[src/rtl/uart_pkg.sv]
// Shared types and helpers for the UART transmit path.
package uart_pkg;

  typedef enum logic [2:0] {
    IDLE,
    START,
    DATA,
    PARITY,
    STOP
  } uart_state_t;

  // Clocks per bit, rounded to the nearest integer.
  function automatic int uart_div(input int clk_freq, input int baud);
    return (clk_freq + baud / 2) / baud;
  endfunction

endpackage

[src/rtl/uart_tx_drain_if.sv]
// FIFO read-port bundle between a first-word-fall-through FIFO and its drain.
interface uart_tx_drain_if #(
  parameter int WIDTH = 8
);
  // fifo_data_in is valid whenever fifo_empty_in is low; a one-cycle
  // fifo_rd_out pulse pops the head at the next clock edge and is never
  // raised while fifo_empty_in is high.
  logic [WIDTH-1:0] fifo_data_in;
  logic             fifo_empty_in;
  logic             fifo_rd_out;

  modport master (
    input  fifo_data_in,
    input  fifo_empty_in,
    output fifo_rd_out
  );

  modport slave (
    output fifo_data_in,
    output fifo_empty_in,
    input  fifo_rd_out
  );
endinterface

[src/rtl/uart_baud_tick.sv]
// Bit-period counter: counts 0..DIV-1 and flags the last clock of each bit.
module uart_baud_tick #(
  parameter int DIV = 8
) (
  input  logic CLK,
  input  logic rst_in,
  input  logic clear_in,
  output logic tick_out
);
  localparam int CW = (DIV > 1) ? $clog2(DIV) : 1;
  localparam logic [CW-1:0] LAST = CW'(DIV - 1);

  logic [CW-1:0] r_cnt;

  always_ff @(posedge CLK or posedge rst_in) begin
    if (rst_in) begin
      r_cnt <= '0;
    end else if (clear_in || tick_out) begin
      r_cnt <= '0;
    end else begin
      r_cnt <= r_cnt + 1'b1;
    end
  end

  assign tick_out = (r_cnt == LAST);
endmodule

[src/rtl/uart_tx_drain.sv]
// Drains a FWFT FIFO into seamless back-to-back UART frames (8N1 by default).
// Define UART_TX_PARITY_EN to insert an even-parity bit between data and stop.
module uart_tx_drain
  import uart_pkg::*;
#(
  parameter int CLK_FREQ = 12000000,
  parameter int BAUD     = 115200,
  parameter int WIDTH    = 8
) (
  input  logic            CLK,
  input  logic            rst_in,
  uart_tx_drain_if.master fifo,
  output logic            tx_out,
  output logic            busy_out,
  output uart_state_t     state_out
);
  localparam int DIV = uart_div(CLK_FREQ, BAUD);
  localparam int BW  = (WIDTH > 1) ? $clog2(WIDTH) : 1;
  localparam logic [BW-1:0] LAST_BIT = BW'(WIDTH - 1);

  if (DIV < 2) begin : g_div_check
    $error("uart_tx_drain: clocks per bit must be at least 2");
  end

  uart_state_t      r_state, w_next;
  logic [WIDTH-1:0] r_shift, w_shift_nxt;
  logic [BW-1:0]    r_bit_cnt, w_bit_cnt_nxt;
  logic             r_tx, w_tx_nxt;
  logic             r_armed;
  logic             w_pop, w_tick, w_clear;
`ifdef UART_TX_PARITY_EN
  logic             r_par;
`endif

  uart_baud_tick #(.DIV(DIV)) u_baud (
    .CLK      (CLK),
    .rst_in   (rst_in),
    .clear_in (w_clear),
    .tick_out (w_tick)
  );

  always_comb begin
    w_next = r_state;
    w_pop  = 1'b0;
    case (r_state)
      IDLE: begin
        if (!fifo.fifo_empty_in && r_armed) begin
          w_pop  = 1'b1;
          w_next = START;
        end
      end
      START: if (w_tick) w_next = DATA;
      DATA: begin
        if (w_tick && (r_bit_cnt == LAST_BIT)) begin
`ifdef UART_TX_PARITY_EN
          w_next = PARITY;
`else
          w_next = STOP;
`endif
        end
      end
`ifdef UART_TX_PARITY_EN
      PARITY: if (w_tick) w_next = STOP;
`endif
      STOP: begin
        if (w_tick) begin
          if (!fifo.fifo_empty_in) begin
            w_pop  = 1'b1;
            w_next = START;
          end else begin
            w_next = IDLE;
          end
        end
      end
      default: w_next = IDLE;
    endcase
  end

  // Each state gets a fresh bit period; idle keeps the counter parked at zero.
  assign w_clear = (w_next != r_state) || (r_state == IDLE);

  always_comb begin
    w_shift_nxt   = r_shift;
    w_bit_cnt_nxt = '0;
    if (w_pop) begin
      w_shift_nxt = fifo.fifo_data_in;
    end else if ((r_state == DATA) && w_tick) begin
      w_shift_nxt = r_shift >> 1;
    end
    if (r_state == DATA) begin
      if (w_tick) begin
        w_bit_cnt_nxt = (r_bit_cnt == LAST_BIT) ? '0 : r_bit_cnt + 1'b1;
      end else begin
        w_bit_cnt_nxt = r_bit_cnt;
      end
    end
  end

  // The line is driven from a register, so it is computed from the next state.
  always_comb begin
    w_tx_nxt = 1'b1;
    case (w_next)
      START:   w_tx_nxt = 1'b0;
      DATA:    w_tx_nxt = w_shift_nxt[0];
`ifdef UART_TX_PARITY_EN
      PARITY:  w_tx_nxt = r_par;
`endif
      default: w_tx_nxt = 1'b1;
    endcase
  end

  // r_armed holds off the first pop for one cycle after reset release.
  always_ff @(posedge CLK or posedge rst_in) begin
    if (rst_in) begin
      r_state   <= IDLE;
      r_shift   <= '0;
      r_bit_cnt <= '0;
      r_tx      <= 1'b1;
      r_armed   <= 1'b0;
    end else begin
      r_state   <= w_next;
      r_shift   <= w_shift_nxt;
      r_bit_cnt <= w_bit_cnt_nxt;
      r_tx      <= w_tx_nxt;
      r_armed   <= 1'b1;
    end
  end

`ifdef UART_TX_PARITY_EN
  always_ff @(posedge CLK or posedge rst_in) begin
    if (rst_in) begin
      r_par <= 1'b0;
    end else if (w_pop) begin
      r_par <= ^fifo.fifo_data_in;
    end
  end
`endif

  assign fifo.fifo_rd_out = w_pop;
  assign tx_out           = r_tx;
  assign busy_out         = (r_state != IDLE);
  assign state_out        = r_state;
endmodule

[src/flat_wrapper.sv]
// flat-port wrapper written by rule: the top's interface ports become plain ports
module uart_tx_drain_flat import uart_pkg::*;
#(
  parameter int CLK_FREQ = 12000000,
  parameter int BAUD     = 115200,
  parameter int WIDTH    = 8
)
  (CLK, rst_in, tx_out, busy_out, state_out, fifo_fifo_data_in, fifo_fifo_empty_in, fifo_fifo_rd_out);
  uart_tx_drain_if #(.WIDTH(WIDTH)) fifo_i ();
  input  logic CLK;
  input  logic rst_in;
  output logic tx_out;
  output logic busy_out;
  output uart_state_t state_out;
  input wire logic [$bits(fifo_i.fifo_data_in)-1:0] fifo_fifo_data_in;
  input wire logic [$bits(fifo_i.fifo_empty_in)-1:0] fifo_fifo_empty_in;
  output wire logic [$bits(fifo_i.fifo_rd_out)-1:0] fifo_fifo_rd_out;
  assign fifo_i.fifo_data_in = fifo_fifo_data_in;
  assign fifo_i.fifo_empty_in = fifo_fifo_empty_in;
  assign fifo_fifo_rd_out = fifo_i.fifo_rd_out;
  uart_tx_drain #(.CLK_FREQ(CLK_FREQ), .BAUD(BAUD), .WIDTH(WIDTH)) u_core (.CLK(CLK), .rst_in(rst_in), .fifo(fifo_i), .tx_out(tx_out), .busy_out(busy_out), .state_out(state_out));
endmodule
[config.mk]
export PLATFORM = sky130hd
export DESIGN_NAME = uart_tx_drain_flat
export DESIGN_NICKNAME = d
export VERILOG_FILES = /design/src/rtl/uart_pkg.sv /design/src/rtl/uart_tx_drain_if.sv /design/src/rtl/uart_baud_tick.sv /design/src/rtl/uart_tx_drain.sv /design/src/flat_wrapper.sv
export SDC_FILE = /design/constraint.sdc
export NUM_CORES = 1
export LEC_CHECK = 0
export ABC_CLOCK_PERIOD_IN_PS = 2500
export BUFFER_PORTS_ARGS = -buffer_cell sky130_fd_sc_hd__buf_2
export CORE_MARGIN = 2
export CORE_UTILIZATION = 54
export CTS_CLUSTER_SIZE = 14
export DETAILED_ROUTE_END_ITERATION = 10
export PLACE_DENSITY = 0.76
export SYNTH_ARGS = -nofsm -noshare
export SYNTH_HDL_FRONTEND = slang
export SYNTH_SLANG_ARGS = --single-unit
[constraint.sdc]
create_clock -name CLK -period 2.5 [get_ports CLK]
set_clock_uncertainty 0.2 [all_clocks]
set_input_delay 0.25 -clock CLK [delete_from_list [all_inputs] [get_ports CLK]]
set_output_delay 0.25 -clock CLK [all_outputs]
set_load 0.02 [all_outputs]
==> flow_summary.toml <==
[run_status]
status = "finished clean"

[clocking]
tritoncts = "done"
clk_latency_ns = 0.30
cts_made_buffers = 3
cts.path.max_buffers = 2
path_clk_slew_ns = 0.12
numClockSinks = 23
cts_root_buf = "clkbuf_4"
htree_levels = 1

[detailed_routing]
drt-total-wl_um = 2078
drtIter0Drc = 16
drt-wirelength-per-cell_um = 13.07
postRouteAntennaNets = 0
post-route-drc-count = 0
drt-pass1-iter-count = 4
top_layer_used = "met4"
vias = 879
wl_met1_um = 996
avgViaCountPerCell = 5.528
wl_met3_um = 74
wl_met2_um = 988

[synth]
syn_inst = 107
ys_dominant_reg_cell = "dfrtp_1"
postSynth.asyncResetShare_pct = 100.0
synth_area_per_cell_um2 = 10.64
yosysWarnings = 0
synthDistinctLibCells = 34
synth_edf_count = 0
yosysSeqAreaShare_pct = 50.66
ys_ff_latch = 23
netlist_area_um2 = 1139
synth_fp_nets = 121

[setup_path]
end_kind = "output port"
worstSetupStartpointType = "register"
crit_path_max_fanout = 9
critPathRequiredTime_ns = 2.05
critPathArrivalTime_ns = 1.84
path_class = "reg -> out"

[grt]
gr-total-overflow = 0
grt_pass1_vias = 843
grt_antenna_before_repair = 0
gr-usage-all-layers_pct = 18.61
grt_pass1_wl_um = 3574
grt_max_degree = 24

[sta]
setup_viol = 0
totalNegativeSetupSlack_ns = 0
final_hold_viol_count = 0
layout_min_cycle_time_ns = 2.292
worstMarginPinSlew_ns = 0.8397
max_freq_ghz = 0.4363
finalCritPeriodShare_pct = 91.67
slew_violations = 0
rsz0062_at_grt = "false"
slew_headroom_pct = 43.96

[floorplanning]
start_util_pct = 57.45
die_y_um = 49.92
io_pins = 17
dieArea_um2 = 2492
rows = 16
die_w_um = 49.92
core-area_um2 = 1982

[place]
dp_hpwl_um = 1462
place_inst = 146
portBuffers = 16
gp_congestion = 0.8440
place_area_um2 = 1224

[layout]
final_area_um2 = 1346
instances_no_fill = 159
syn2layout_area_growth_pct = 18.24
diodes = 0
utilization_pct = 67.93
nNetsFinal = 147
drive_gt1_share_pct = 22.73

[power_and_ir_drop]
pwr-share-clk_pct = 28.3
p_seq_share_pct = 65.4
internal-power_mw = 0.4602
combPwrFrac_pct = 6.3
power_density_nw_per_um2 = 434.9
p_sw_share_pct = 21.41
vdd.ir_drop.worst_mv = 0.3491
leakagePower_nw = 0.6065
netSwitchingPower_mw = 0.1254

[min_path]
hp-class = "in -> reg"

[flow_run]
drv_cap = 0
==> synthesized netlist by cell type (all sizes together), types with 3 or more instances <==
cell / count / area [um2]
inv: 5 / 18.77
nand2: 7 / 26.28
nor2: 12 / 47.55
and2: 6 / 42.54
nand3: 5 / 25.02
buf: 4 / 28.78
dfrtp: 22 / 550.5
a221o: 6 / 60.06
ha: 3 / 37.54
xor2: 3 / 26.28
xnor2: 3 / 26.28
or3: 4 / 25.02
a21oi: 5 / 25.02
==> flip-flops by register name, summed over array words and instances (netlist names) <==
signal,cells
u_core.r_armed,1
u_core.r_shift,8
u_core.r_bit_cnt,3
u_core.tx_out,1
u_core.u_baud.r_cnt,7
u_core.state_out,3
==> power by group through the flow <==
stage / logic [mW] / registers (mW) / clock network [mW]
after floorplan: 0.0146 / 0.389 / 0
final: 0.0368 / 0.383 / 0.166
after global placement: 0.0252 / 0.390 / 0
after global routing: 0.0420 / 0.384 / 0.187
after detailed placement: 0.0262 / 0.390 / 0
after CTS: 0.0367 / 0.383 / 0.172
==> routing by layer <==
| layer | global-route usage [%] | vias up |
|---|---|---|
| li1 | - | 428 |
| met1 | 24.60 | 425 |
| met2 | 30.67 | 22 |
| met3 | 3.030 | 4 |
| met4 | 6.944 | 0 |
| met5 | 0 | - |
==> cells in the final DEF (no fill, tap or decap), types with 2 or more instances in the layout <==
master,instances
inv_1,5
a21oi_1,5
and2_2,4
xnor2_1,3
o211ai_1,2
mux2i_1,2
a221o_1,6
nor2_1,11
ha_1,3
dfrtp_1,22
nor2b_1,2
or3b_1,2
buf_2,16
a31oi_1,2
clkbuf_4,3
nand2_1,7
xor2_1,3
or3_1,4
dlygate4sd3_1,9
nand3_1,5
and2_1,2
==> cell type report <==
cell class | count | area [um2]
multi-input combinational | 75 | 519.2
fill | 153 | 635.6
tap | 27 | 33.78
timing repair buffer | 25 | 170.2
clock inverter | 1 | 5.005
inverter | 5 | 18.77
clock buffer | 3 | 22.52
sequential | 23 | 576.8
==> path summary, 6_finish.rpt <==
path / cells past startpoint / slack (ns) / endpoint / from
worst min-delay path: 4 / 0.12 / u_core.state_out[0]$_DFF_PP0_ / fifo_fifo_empty_in
min in group asynchronous: 3 / 0.44 / u_core.u_baud.r_cnt[5]$_DFF_PP0_ / rst_in
max in group asynchronous: 3 / 1.14 / u_core.state_out[2]$_DFF_PP0_ / rst_in
worst min register to register: 1 / 0.27 / u_core.u_baud.r_cnt[0]$_DFF_PP0_ / u_core.u_baud.r_cnt[0]$_DFF_PP0_
worst max-delay path: 5 / 0.21 / fifo_fifo_rd_out / u_core.u_baud.r_cnt[0]$_DFF_PP0_
worst max register to register: 4 / 0.46 / u_core.r_shift[0]$_DFF_PP0_ / u_core.state_out[2]$_DFF_PP0_
==> stage by stage <==
stage | total power [mW] | setup WS, ns | hold slack [ns]
after floorplan | 0.4033 | 0.3999 | 0.05118
after global placement | 0.4149 | 0.5444 | 0.2429
after detailed placement | 0.4160 | 0.4943 | 0.2525
after CTS | 0.5912 | 0.1583 | 0.09883
after global routing | 0.6124 | 0.08405 | 0.1289
final | 0.5855 | 0.2083 | 0.1208
==> critical path, cell delays in order (launching register included) <==
cell	delay, ns
dfrtp_1	0.42
ha_1	0.25
and3_1	0.24
a31oi_1	0.33
nor2_4	0.13
buf_2	0.18
==> cell families (layout without fill, tap and decap cells) <==
kind of cell / count (synthesis) / after routing / share of synthesized area, %
muxes: 3 / 3 / 2.747
AOI/OAI and AO/OA: 19 / 19 / 12.64
xor gates and xnor gates: 6 / 6 / 4.616
other: 1 / 1 / 0.3294
DFF: 23 / 23 / 50.66
and+or+nand+nor: 43 / 43 / 21.54
buffers and inverters: 9 / 34 / 4.176
adders and majority gates: 3 / 3 / 3.297
==> timing repair <==
item	CTS	global route
gates resized for setup	0	1
setup buffers	0	0
endpoints found under the hold margin	30	0
hold buffers	9	0
setup endpoints to repair	0	1
Note: power is estimated with default switching activity, not from simulation.
